**src/rtl/int_ctrl_if.sv**
```systemverilog
// -----------------------------------------------------------------------------
// int_ctrl_if -- cpu <-> interrupt controller bus
//
// Groups the two-register configuration port and the interrupt handshake.
//   cfg_we    : register write strobe                (cpu -> ctrl)
//   cfg_addr  : 0 = MASK, 1 = STATUS                 (cpu -> ctrl)
//   cfg_wdata : write data                           (cpu -> ctrl)
//   cfg_rdata : combinational read data for cfg_addr (ctrl -> cpu)
//   int_req   : registered interrupt request         (ctrl -> cpu)
//   int_vec   : requesting source, valid with req    (ctrl -> cpu)
//   int_ack   : one-cycle accept pulse               (cpu -> ctrl)
//   int_eoi   : one-cycle end-of-interrupt pulse     (cpu -> ctrl)
// Modports: master = cpu side, slave = controller side.
// -----------------------------------------------------------------------------
interface int_ctrl_if #(
  parameter int VEC_W = 2
);
  logic             cfg_we;
  logic             cfg_addr;
  logic [7:0]       cfg_wdata;
  logic [7:0]       cfg_rdata;
  logic             int_req;
  logic [VEC_W-1:0] int_vec;
  logic             int_ack;
  logic             int_eoi;

  modport master (
    output cfg_we, cfg_addr, cfg_wdata, int_ack, int_eoi,
    input  cfg_rdata, int_req, int_vec
  );

  modport slave (
    input  cfg_we, cfg_addr, cfg_wdata, int_ack, int_eoi,
    output cfg_rdata, int_req, int_vec
  );
endinterface

```
**src/rtl/int_ctrl.sv**
```systemverilog
// -----------------------------------------------------------------------------
// int_ctrl -- interrupt controller for up to four peripheral sources
//
// Latches rising edges of irq into pending bits, masks them, arbitrates one
// winner and sequences it through a request / ack / end-of-interrupt
// handshake with the cpu.
//
// Ports:
//   clk   : system clock, all state on rising edge
//   reset : asynchronous, active-low reset
//   irq   : [NSRC-1:0] level interrupt lines (synchronous to clk)
//   bus   : int_ctrl_if.slave -- config registers + interrupt handshake
//
// Registers (cfg_addr):
//   0 MASK   : rw, bits [NSRC-1:0] enable sources, upper bits read 0
//   1 STATUS : read {in_service[3:0], pending[3:0]}; write 1 to clear pending
//
// Parameters: NSRC (1..4, source 0 highest fixed priority),
//             VEC_W (2**VEC_W >= NSRC).
//
// Build option: define INTC_ROTATE_EN for rotating priority (search starts at
// a pointer that moves past each acknowledged source). Undefined = fixed
// priority, lowest index wins, no pointer register.
// -----------------------------------------------------------------------------
module int_ctrl #(
  parameter int NSRC  = 4,
  parameter int VEC_W = 2
) (
  input  logic            clk,
  input  logic            reset,
  input  logic [NSRC-1:0] irq,
  int_ctrl_if.slave       bus
);

  typedef enum logic [1:0] {
    IDLE    = 2'd0,
    REQ     = 2'd1,
    SERVICE = 2'd2
  } state_t;

  state_t            state, state_nxt;
  logic [NSRC-1:0]   irq_d;
  logic [NSRC-1:0]   pending, pending_nxt;
  logic [NSRC-1:0]   mask, mask_nxt;
  logic [NSRC-1:0]   in_service;
  logic              req_q, req_nxt;
  logic [VEC_W-1:0]  vec_q, vec_nxt;

  logic [NSRC-1:0]   rise;
  logic [NSRC-1:0]   w1c_clr;
  logic [NSRC-1:0]   ack_clr;
  logic [NSRC-1:0]   survive;
  logic [NSRC-1:0]   eligible;
  logic [NSRC-1:0]   vec_onehot;
  logic [VEC_W-1:0]  win;
  logic              ack_take;
  logic              eoi_take;
  logic              still_valid;

  // Lowest set bit index; zero when the vector is empty.
  function automatic logic [VEC_W-1:0] lowest(input logic [NSRC-1:0] v);
    logic [VEC_W-1:0] r;
    r = '0;
    for (int i = NSRC - 1; i >= 0; i--) begin
      if (v[i]) r = VEC_W'(i);
    end
    return r;
  endfunction

  // ---------------------------------------------------------------------------
  // Event capture and register-port decode
  // ---------------------------------------------------------------------------
  assign rise     = irq & ~irq_d;
  assign mask_nxt = (bus.cfg_we && !bus.cfg_addr) ? bus.cfg_wdata[NSRC-1:0] : mask;
  assign w1c_clr  = (bus.cfg_we &&  bus.cfg_addr) ? bus.cfg_wdata[NSRC-1:0] : '0;

  always_comb begin
    vec_onehot = '0;
    for (int i = 0; i < NSRC; i++) begin
      vec_onehot[i] = (vec_q == VEC_W'(i));
    end
  end

  assign ack_take = (state == REQ)     && bus.int_ack;
  assign eoi_take = (state == SERVICE) && bus.int_eoi;
  assign ack_clr  = ack_take ? vec_onehot : '0;

  // A rise in the same cycle as any clear wins, so it is OR-ed in last.
  assign pending_nxt = (pending & ~(w1c_clr | ack_clr)) | rise;

  // What remains requestable after this cycle's clears, ignoring ack (ack has
  // priority over withdrawal and is decided separately).
  assign survive     = (pending & ~w1c_clr) | rise;
  assign still_valid = |(vec_onehot & survive & mask_nxt);

  // Candidates must still be enabled and uncleared after this cycle, so a
  // same-cycle W1C or mask write never produces a one-cycle stray request.
  // A rise this cycle is not yet a candidate: pending is registered first.
  assign eligible = pending & mask & ~w1c_clr & mask_nxt;

  // ---------------------------------------------------------------------------
  // Arbitration
  // ---------------------------------------------------------------------------
`ifdef INTC_ROTATE_EN
  localparam int SW = VEC_W + 1;

  logic [VEC_W-1:0]  ptr;
  logic [2*NSRC-1:0] dbl;
  logic [NSRC-1:0]   rot;
  logic [SW-1:0]     sum;

  always_comb begin
    // Rotate so the pointer's source lands at bit 0, pick the lowest, then
    // map the rotated index back with a modulo-NSRC add.
    dbl = {eligible, eligible} >> ptr;
    rot = dbl[NSRC-1:0];
    sum = {1'b0, ptr} + {1'b0, lowest(rot)};
    if (sum >= SW'(NSRC)) sum = sum - SW'(NSRC);
    win = sum[VEC_W-1:0];
  end

  always_ff @(posedge clk or negedge reset) begin
    if (!reset) begin
      ptr <= '0;
    end else if (ack_take) begin
      ptr <= (vec_q == VEC_W'(NSRC - 1)) ? '0 : vec_q + 1'b1;
    end
  end
`else
  assign win = lowest(eligible);
`endif

  // ---------------------------------------------------------------------------
  // Handshake FSM -- next state and registered outputs
  // ---------------------------------------------------------------------------
  // NOTE: every variable of a combinational block gets a default before the
  // case statement; a path that leaves one unassigned infers a latch.
  always_comb begin
    state_nxt = state;
    req_nxt   = req_q;
    vec_nxt   = vec_q;
    unique case (state)
      IDLE: begin
        if (|eligible) begin
          state_nxt = REQ;
          req_nxt   = 1'b1;
          vec_nxt   = win;
        end
      end
      REQ: begin
        // Vector is frozen here: no re-arbitration until the request ends.
        if (bus.int_ack) begin
          state_nxt = SERVICE;
          req_nxt   = 1'b0;
        end else if (!still_valid) begin
          state_nxt = IDLE;
          req_nxt   = 1'b0;
        end
      end
      SERVICE: begin
        req_nxt = 1'b0;
        if (bus.int_eoi) state_nxt = IDLE;
      end
      default: begin
        state_nxt = IDLE;
        req_nxt   = 1'b0;
      end
    endcase
  end

  // NOTE: sequential state uses non-blocking assignments so every register
  // samples pre-edge values regardless of statement order.
  always_ff @(posedge clk or negedge reset) begin
    if (!reset) begin
      state <= IDLE;
      req_q <= 1'b0;
      vec_q <= '0;
    end else begin
      state <= state_nxt;
      req_q <= req_nxt;
      vec_q <= vec_nxt;
    end
  end

  // ---------------------------------------------------------------------------
  // Source state registers
  // ---------------------------------------------------------------------------
  always_ff @(posedge clk or negedge reset) begin
    if (!reset) begin
      irq_d      <= '0;
      pending    <= '0;
      mask       <= '0;
      in_service <= '0;
    end else begin
      irq_d   <= irq;
      pending <= pending_nxt;
      mask    <= mask_nxt;
      if (eoi_take) begin
        in_service <= '0;
      end else if (ack_take) begin
        in_service <= in_service | vec_onehot;
      end
    end
  end

  // ---------------------------------------------------------------------------
  // Outputs
  // ---------------------------------------------------------------------------
  assign bus.int_req   = req_q;
  assign bus.int_vec   = vec_q;
  assign bus.cfg_rdata = bus.cfg_addr ? {4'(in_service), 4'(pending)} : 8'(mask);

endmodule

```
**src/flat_wrapper.sv**
```systemverilog
// flat-port wrapper written by rule: the top's interface ports become plain ports
module int_ctrl_flat 
#(
  parameter int NSRC  = 4,
  parameter int VEC_W = 2
)
  (clk, reset, irq, bus_cfg_we, bus_cfg_addr, bus_cfg_wdata, bus_int_ack, bus_int_eoi, bus_cfg_rdata, bus_int_req, bus_int_vec);
  int_ctrl_if #(.VEC_W(VEC_W)) bus_i ();
  input  logic clk;
  input  logic reset;
  input  logic [NSRC-1:0] irq;
  input wire logic [$bits(bus_i.cfg_we)-1:0] bus_cfg_we;
  input wire logic [$bits(bus_i.cfg_addr)-1:0] bus_cfg_addr;
  input wire logic [$bits(bus_i.cfg_wdata)-1:0] bus_cfg_wdata;
  input wire logic [$bits(bus_i.int_ack)-1:0] bus_int_ack;
  input wire logic [$bits(bus_i.int_eoi)-1:0] bus_int_eoi;
  output wire logic [$bits(bus_i.cfg_rdata)-1:0] bus_cfg_rdata;
  output wire logic [$bits(bus_i.int_req)-1:0] bus_int_req;
  output wire logic [$bits(bus_i.int_vec)-1:0] bus_int_vec;
  assign bus_i.cfg_we = bus_cfg_we;
  assign bus_i.cfg_addr = bus_cfg_addr;
  assign bus_i.cfg_wdata = bus_cfg_wdata;
  assign bus_i.int_ack = bus_int_ack;
  assign bus_i.int_eoi = bus_int_eoi;
  assign bus_cfg_rdata = bus_i.cfg_rdata;
  assign bus_int_req = bus_i.int_req;
  assign bus_int_vec = bus_i.int_vec;
  int_ctrl #(.NSRC(NSRC), .VEC_W(VEC_W)) u_core (.clk(clk), .reset(reset), .irq(irq), .bus(bus_i));
endmodule
```
**config.mk**
```make
export PLATFORM = sky130hd
export DESIGN_NAME = int_ctrl_flat
export DESIGN_NICKNAME = d
export VERILOG_FILES = /design/src/rtl/int_ctrl_if.sv /design/src/rtl/int_ctrl.sv /design/src/flat_wrapper.sv
export SDC_FILE = /design/constraint.sdc
export NUM_CORES = 1
export LEC_CHECK = 0
export BUFFER_PORTS_ARGS = -buffer_cell sky130_fd_sc_hd__buf_2
export CORE_MARGIN = 2
export CORE_UTILIZATION = 50
export CTS_BUF_LIST = sky130_fd_sc_hd__clkbuf_2 sky130_fd_sc_hd__clkbuf_4 sky130_fd_sc_hd__clkbuf_8
export CTS_CLUSTER_DIAMETER = 50
export DETAILED_ROUTE_END_ITERATION = 16
export PLACE_DENSITY = 0.84
export SKIP_CTS_REPAIR_TIMING = 1
export SLEW_MARGIN = 20
export SYNTH_ARGS = -nofsm -noshare
export SYNTH_HDL_FRONTEND = slang
export SYNTH_SLANG_ARGS = --single-unit
```
**constraint.sdc**
```tcl
create_clock -name clk -period 3.2 [get_ports clk]
set_input_delay 0.48 -clock clk [delete_from_list [all_inputs] [get_ports clk]]
set_output_delay 0.48 -clock clk [all_outputs]
set_load 0.02 [all_outputs]
```
Yosys cells after proc, flatten, opt, wreduce, memory -nomap -nowiden
Cells that the tools add are included.
- bitwise logic cells: 15
- mux-type cells: 19
- reduce and logical (&&, ||, !) cells: 13
- eq/ne operators: 8
- operators with widths (kind ; count):
    $and A4 B4 Y4 ; 8
    $mux W4 ; 5
    $mux W2 ; 8
    $or A4 B4 Y4 ; 4
    $not A4 Y4 ; 3
    $mux W8 ; 1
    $reduce_or A4 Y1 ; 2
    $eq A2 B2 Y1 const B ; 3
    $pmux W2 S3 ; 1
    $eq A2 B1 Y1 const B ; 2
    $logic_and A1 B1 Y1 ; 4
    $logic_not A2 Y1 ; 2
    $reduce_and A2 Y1 ; 2
    $mux W1 ; 3
    $ne A3 B3 Y1 const B ; 1
    $reduce_and A3 Y1 ; 1
    $ne A2 B1 Y1 const B ; 1
    $ne A2 B2 Y1 const B ; 1
    $pmux W1 S2 ; 1
    $reduce_bool A2 Y1 ; 1
    $logic_not A1 Y1 ; 1
- output and inout bits: 11
- word-level logic and storage cells: 62
- bits of input ports: 18
- register bits: 21

Longest topological paths before layout
Gate-level depths: netlist of run 1.
- depth after elaboration: 11
- mapped depth: 7
- mapped depth without buffers: 6

Worst setup path after synthesis of run 1
OpenSTA, ideal clock, no wires.
- path type: input to register
- from: input port bus_cfg_addr
- to: register u_core.req_q, in the netlist u_core.bus.int_req
- path slack: 0.919 ns
- data arrival time: 2.201 ns
- library setup time: 0.080 ns
- buffers on the path: 1
- cell stages on the path: 7
- data required time: 3.120 ns
- cell sequence: buf_6 > nand2b_4 > mux2_2 > a21bo_1 > mux4_2 > or4b_4 > o211ai_2
- elaborated cells between the ends (all ways): 17
- classes of those cells: eq/ne (2); mux (2); bitwise (7); reduce/logical (6)
- RTL lines (what ; line ; source):
    start: declaration ; flat_wrapper.sv:13 ; input wire logic [$bits(bus_i.cfg_addr)-1:0] bus_cfg_addr;
    $logic_not A1 Y1 (*) ; int_ctrl.sv:74 ; assign mask_nxt = (bus.cfg_we && !bus.cfg_addr) ? bus.cfg_wdata[NSRC-1:0] : mask;
    $logic_and A1 B1 Y1 (*) ; int_ctrl.sv:74 ;
    $mux W4 (*) ; int_ctrl.sv:74 ;
    via u_core.mask_nxt[1] ; int_ctrl.sv:44 ; logic [NSRC-1:0] mask, mask_nxt;
    $and A4 B4 Y4, on equally long branches ; int_ctrl.sv:94, int_ctrl.sv:99 ;
    $reduce_or A4 Y1, on equally long branches ; int_ctrl.sv:94, int_ctrl.sv:144 ;
    $ne A3 B3 Y1 (no source line) / $ne A2 B1 Y1 (equally long branches) ; -- ;
    $reduce_and A2 Y1 (no source line) (*) ; -- ;
    end signal: assignment ; int_ctrl.sv:180 ; req_q <= req_nxt;
    end: declaration ; int_ctrl.sv:46 ; logic req_q, req_nxt;
Mark *: on every way through the listed nets, which the timed path passes. The rest lies on a longest branch.
A chain may end at the register's enable or synchronous reset.

Worst setup path in the final report of run 1
Ends and elaborated chain as after synthesis.

==> run_results.csv, run 1 <==
group,metric,value,unit
outcome,status,"complete, no violations",
clocking,clk_pin_slew,0.12,ns
timing,tns,0,ns
logic_synthesis,synthFlopType,"dfrtp_1",
clocking,root_buffer,"clkbuf_4",
logic_synthesis,ys_ff_latch,21,
critical_path,critPathKind,"input pin to flop",
cells_and_area,nets,148,
detailed_routing,drt-pass1-iter-count,4,
clocking,clk_latency,0.30,ns
grt,grt.overflow.total,0,
logic_synthesis,yosys_warnings,0,
min_path,hold_path.class,"input pin to async pin",
timing,slew_headroom,0.6961,
pwr,power.density,728.9,nW/um^2
critical_path,crit_buf_inv,1,
timing,hold_viol_final,0,
timing,fin_crit,2.264,ns
critical_path,critPathMaxStageDelay,0.50,ns
floorplan,rows,16,
place,port_buffers,24,
logic_synthesis,yosysSeqAreaShare,0.4855,
floorplan,start_util,0.5406,
cells_and_area,syn_to_final_growth,14.22,%
place,globalplace.congestion,0.7995,
timing,drv_slew,0,
grt,antenna_found_initial,0,
place,dp_hpwl,1.547,mm
timing,rsz0062_at_grt,"false",
clocking,cts_buffer_depth,2,
logic_synthesis,async_flop_share,1.000,
job,maxCapViolations,0,
cells_and_area,insertedDiodeCount,0,
timing,max_freq,441.8,MHz
logic_synthesis,synth_nets,124,
critical_path,cp.arrival,2.50,ns
pwr,leakage,0.5915,nW
detailed_routing,vias,787,
cells_and_area,fill_cells,179,
timing,fin_ws,0.9364,ns
timing,skew,0.0009946,ns
timing,setup_viol,0,
critical_path,critPathTopFamily,"simple AND/OR/NAND/NOR gates",
cells_and_area,layout-drive-gt1-share,0.3101,
critical_path,cp_max_fo,17,
detailed_routing,drc,0,
logic_synthesis,synth_edf_count,0,
detailed_routing,finalWirelength,2.010,mm
detailed_routing,viasPerCell,5.045,
grt,grt_max_degree,22,
logic_synthesis,synth_area_per_cell,10.21,um^2
floorplan,fp.dieH,50.53,um
logic_synthesis,synth_area,1082,um^2
logic_synthesis,synth_cells,106,
critical_path,critPathLaunchType,"input pin",
detailed_routing,wl_per_cell,12.88,um
floorplan,die_x,50.53,um
timing,fin_crit_sh,0.7074,
cells_and_area,final_cell_mix,"24 x buf_2, 21 x dfrtp_1, 12 x nor2_1, 10 x nand2_1, 7 x mux2_2",
logic_synthesis,yosysUniqueCellTypes,29,
clocking,cts_buffers,3,
detailed_routing,drtIter0Drc,5,
cells_and_area,final_common_cell,"buf_2",
cells_and_area,multi_input_area,518.0,um^2
floorplan,core,2002,um^2
place,pre_cts_slack,0.6105,ns
floorplan,die-area,2553,um^2
grt,grt_pass1_vias,741,
grt,grt_pass1_wl,3.332,mm
detailed_routing,postRouteAntennaNets,0,
floorplan,ioPinCount,29,
critical_path,crit_slowest_cell,"or4b_4",
clocking,cts_htree_levels,1,
clocking,tritoncts,"built",
critical_path,required,3.43,ns
clocking,numClockSinks,21,
critical_path,end_kind,"flop",
cells_and_area,seq_area,525.5,um^2
grt,track_usage,0.1773,
critical_path,cp_cell_sequence,"buf_2 > nand2b_4 > mux2_2 > a21bo_1 > mux4_2 > or4b_4 > o211ai_2",
pwr,ir_drop,0.0004603,V
timing,tightestPinTransition,0.4558,ns
[cell usage after synthesis (2+ instances only)]
master	count	area share
nand2b_1	6	0.035
nand2_1	10	0.035
o32a_1	2	0.018
a21bo_1	3	0.028
inv_1	3	0.010
xnor2_1	4	0.032
o21ai_0	4	0.018
nand3_1	4	0.018
clkbuf_1	3	0.010
a21oi_1	6	0.028
mux2_2	7	0.073
and2_1	4	0.023
dfrtp_1	21	0.49
nor2_1	12	0.042
nor3_1	3	0.014
[power breakdown]
part	total, mW	switching, mW	internal (mW)	leakage [nW]
Combinational	0.352	0.187	0.165	0.326
Clock	0.126	0.0794	0.0466	0.0177
Sequential	0.423	0.0797	0.343	0.248
Total	0.901	0.346	0.555	0.591
[worst paths after layout]
check,start,end,slack (ns),depth (start not counted)
max in group asynchronous,reset,u_core.state[0]$_DFFE_PN0P_,2.78,1
hold / removal,reset,u_core.mask[0]$_DFF_PN0_,0.11,1
setup / recovery,bus_cfg_addr,u_core.bus.int_req$_DFFE_PN0P_,0.94,7
setup reg to reg,u_core.irq_d[2]$_DFF_PN0_,u_core.bus.int_req$_DFFE_PN0P_,1.21,6
min in group clk,irq[3],u_core.irq_d[3]$_DFF_PN0_,0.29,1
hold reg to reg,u_core.in_service[1]$_DFFE_PN0P_,u_core.in_service[1]$_DFFE_PN0P_,0.51,2
[kinds of logic (layout without fill, tap and decap cells)]
| family | count (synthesis) | in the layout | synth area share |
|---|---|---|---|
| XOR/XNOR | 4 | 4 | 0.03237 |
| AND/OR/NAND/NOR | 44 | 44 | 0.2093 |
| multiplexers | 9 | 9 | 0.1040 |
| flip-flops | 21 | 21 | 0.4855 |
| buffers and inverters | 8 | 31 | 0.03583 |
| AO/OA/AOI/OAI | 20 | 20 | 0.1330 |
[stage by stage]
stage / cells / instance area, um^2 / hold WS (ns) / utilization / total power [mW]
after floorplan: 106 / 1082 / 0.1844 / - / 0.6830
after global placement: 152 / 1209 / 0.4526 / 0.6038 / 0.7699
after detailed placement: 152 / 1209 / 0.4577 / 0.6038 / 0.7845
after CTS: 156 / 1236 / 0.1127 / 0.6175 / 0.9115
after global routing: 156 / 1236 / 0.1201 / 0.6175 / 0.9688
final: 156 / 1236 / 0.1107 / 0.6175 / 0.9011
[final cells by class]
cell class                      count  area share
Timing Repair Buffer               24     0.09717
Multi-Input combinational cell     77      0.4190
Clock buffer                        3     0.01822
Inverter                            3    0.009109
Clock inverter                      1    0.004049
Tap cell                           27     0.02733
Sequential cell                    21      0.4251
[sequential cells by signal, summed over array words and instances, names as in the netlist]
register / flops
u_core.mask: 4
u_core.in_service: 4
u_core.state: 2
u_core.irq_d: 4
u_core.bus.int_vec: 2
u_core.pending: 4
u_core.bus.int_req: 1
[per-layer routing]
metal  up-vias  share of wire  global-route usage
met5         -              0                   0
met4         0              0             0.06757
met3         0          0.037             0.02679
met2        18           0.47              0.2697
met1       354           0.50              0.2559
li1        415              -                   -
(Power assumes the default switching activity.)
==> run 2, diff against run 1 <==
ABC_AREA = 1   (was not set)
CORE_UTILIZATION = 48   (was 50)
PLACE_DENSITY = 0.85   (was 0.84)
clock period = 1.9 ns   (was 3.2 ns; I/O delays follow)
==> run 2 against run 1 <==
Net effect: critical path depth decreased by 4; largest cell class unchanged; clock-buffer cell count increased by 1; final area increased by 1.7%.
==> run_results.csv, run 2 <==
group,metric,value,unit
outcome,status,"complete, no violations",
floorplan,core,2170,um^2
logic_synthesis,synth_area_per_cell,7.766,um^2
pwr,power.density,1142,nW/um^2
logic_synthesis,synth_nets,158,
clocking,cts_buffers,3,
logic_synthesis,synthFlopType,"dfrtp_1",
timing,rsz0062_at_grt,"false",
detailed_routing,wl_per_cell,11.02,um
logic_synthesis,synth_edf_count,0,
critical_path,critPathLaunchType,"flop",
critical_path,critPathKind,"flop to output pin",
timing,tns,0,ns
clocking,numClockSinks,21,
grt,antenna_found_initial,0,
clocking,cts_htree_levels,1,
cells_and_area,insertedDiodeCount,0,
logic_synthesis,synth.area.top_cells,"dfrtp_1 48%, nand2_1 17%, inv_1 6.9%",
critical_path,worst_r2r_path_depth,8,
clocking,root_buffer,"clkbuf_4",
timing,hold-worst-slack,0.09870,ns
critical_path,cp_cell_sequence,"inv_1 > o21ai_0 > buf_2",
job,maxCapViolations,0,
critical_path,rrSetupSlack,0.72,ns
logic_synthesis,async_flop_share,1.000,
detailed_routing,postRouteAntennaNets,0,
floorplan,fp.dieH,51.60,um
detailed_routing,viasPerCell,4.944,
cells_and_area,syn_to_final_growth,15.65,%
clocking,tritoncts,"built",
place,port_buffers,24,
logic_synthesis,synth_most_common_cell,"nand2_1",
logic_synthesis,yosys_warnings,0,
grt,grt_max_degree,22,
detailed_routing,finalWirelength,2.149,mm
cells_and_area,layout-drive-gt1-share,0.2455,
timing,fin_crit_sh,0.7134,
critical_path,end_kind,"output pin",
min_path,hold_path.class,"input pin to flop",
timing,drv_slew,0,
timing,max_freq,737.8,MHz
logic_synthesis,ys_ff_latch,21,
grt,track_usage,0.1907,
pwr,ir_drop,0.0006213,V
timing,skew,0.002727,ns
detailed_routing,drc,0,
critical_path,required,1.62,ns
floorplan,ioPinCount,29,
timing,setup_viol,0,
logic_synthesis,yosysUniqueCellTypes,21,
clocking,clk_pin_slew,0.11,ns
detailed_routing,drt-pass1-iter-count,4,
critical_path,cp.arrival,1.07,ns
timing,tightestPinTransition,0.4578,ns
logic_synthesis,synth_top_area_frac,0.4833,
cells_and_area,stdcell_area,1257,um^2
place,place_area,1217,um^2
cells_and_area,nets,186,
timing,slew_headroom,0.6948,
detailed_routing,vias,964,
logic_synthesis,synth_commonest_cells,"49 x nand2_1, 21 x dfrtp_1, 20 x inv_1",
floorplan,die-area,2662,um^2
logic_synthesis,yosysTopAreaCell,"dfrtp_1",
cells_and_area,final_cell_mix,"49 x nand2_1, 24 x buf_2, 21 x dfrtp_1, 20 x inv_1, 14 x nand3_1",
floorplan,start_util,0.5012,
pwr,leakage,0.7489,nW
critical_path,crit_slowest_cell,"dfrtp_1",
critical_path,cp_max_fo,3,
timing,fin_crit,1.355,ns
grt,grt.overflow.total,0,
logic_synthesis,synth_area,1087,um^2
floorplan,rows,17,
logic_synthesis,synth_cells,140,
timing,hold_viol_final,0,
grt,grt_pass1_wl,3.781,mm
floorplan,die_x,51.60,um
critical_path,critPathMaxStageDelay,0.42,ns
cells_and_area,utilization,0.5796,
grt,grt_pass1_vias,941,
place,dp_hpwl,1.699,mm
place,globalplace.congestion,0.7955,
clocking,cts_buffer_depth,2,
logic_synthesis,yosysSeqAreaShare,0.4833,
cells_and_area,final_common_cell,"nand2_1",
min_path,hold_path_depth,1,
clocking,clk_latency,0.30,ns
detailed_routing,drtIter0Drc,19,
[run 2: area by class of cell]
type	count	area (um^2)
multi-input cells	96	457.9
repair buffers	25	130.1
flip-flops and latches	21	525.5
inverters	21	78.83
well taps	28	35.03
clock buffers	4	30.03
fillers	222	912.1
[run 2: logic make-up (layout without fill, tap and decap cells)]
group                  Yosys count  count (layout)  share of synthesized area
buffers and inverters           23              50                    0.09550
flip-flops                      21              21                     0.4833
AND/OR/NAND/NOR                 85              85                     0.3613
AO/OA/AOI/OAI                   11              11                    0.05984
[run 2: path summary, 6_finish.rpt]
kind	start	endpoint
worst min register to register	u_core.bus.int_req$_DFFE_PN0P_	u_core.bus.int_req$_DFFE_PN0P_
min in group asynchronous	reset	u_core.pending[0]$_DFF_PN0_
worst min-delay path	irq[3]	u_core.irq_d[3]$_DFF_PN0_
max in group asynchronous	reset	u_core.in_service[1]$_DFFE_PN0P_
worst max register to register	u_core.bus.int_vec[0]$_DFFE_PN0P_	u_core.bus.int_req$_DFFE_PN0P_
worst max-delay path	u_core.mask[3]$_DFF_PN0_	bus_cfg_rdata[3]
[run 2: metal layers]
metal / GRT usage / wire length, um / vias up
li1: - / - / 491
met1: 0.2382 / 910 / 439
met2: 0.3333 / 1088 / 30
met3: 0.02011 / 116 / 4
met4: 0.08333 / 34 / 0
met5: 0 / 0 / -
[run 2: through the flow]
stage,setup WS (ns),cells,power (mW)
after floorplan,0.7178,140,1.053
after global routing,0.4596,195,1.554
after CTS,0.5300,194,1.445
final,0.5446,195,1.436
after global placement,0.4428,190,1.194
after detailed placement,0.3879,190,1.224
[run 2: worst max-delay path, delay by kind of cell (launching register included)]
| kind | cells | cell delay, ns |
|---|---|---|
| AOI/OAI and AO/OA | 1 | 0.12 |
| buffers and inverters | 2 | 0.24 |
| DFF | 1 | 0.42 |
[run 2: where the power goes]
| group | total (mW) | switching, mW | internal (mW) |
|---|---|---|---|
| combinational | 0.544 | 0.351 | 0.193 |
| sequential | 0.671 | 0.103 | 0.568 |
| clock | 0.221 | 0.125 | 0.0960 |
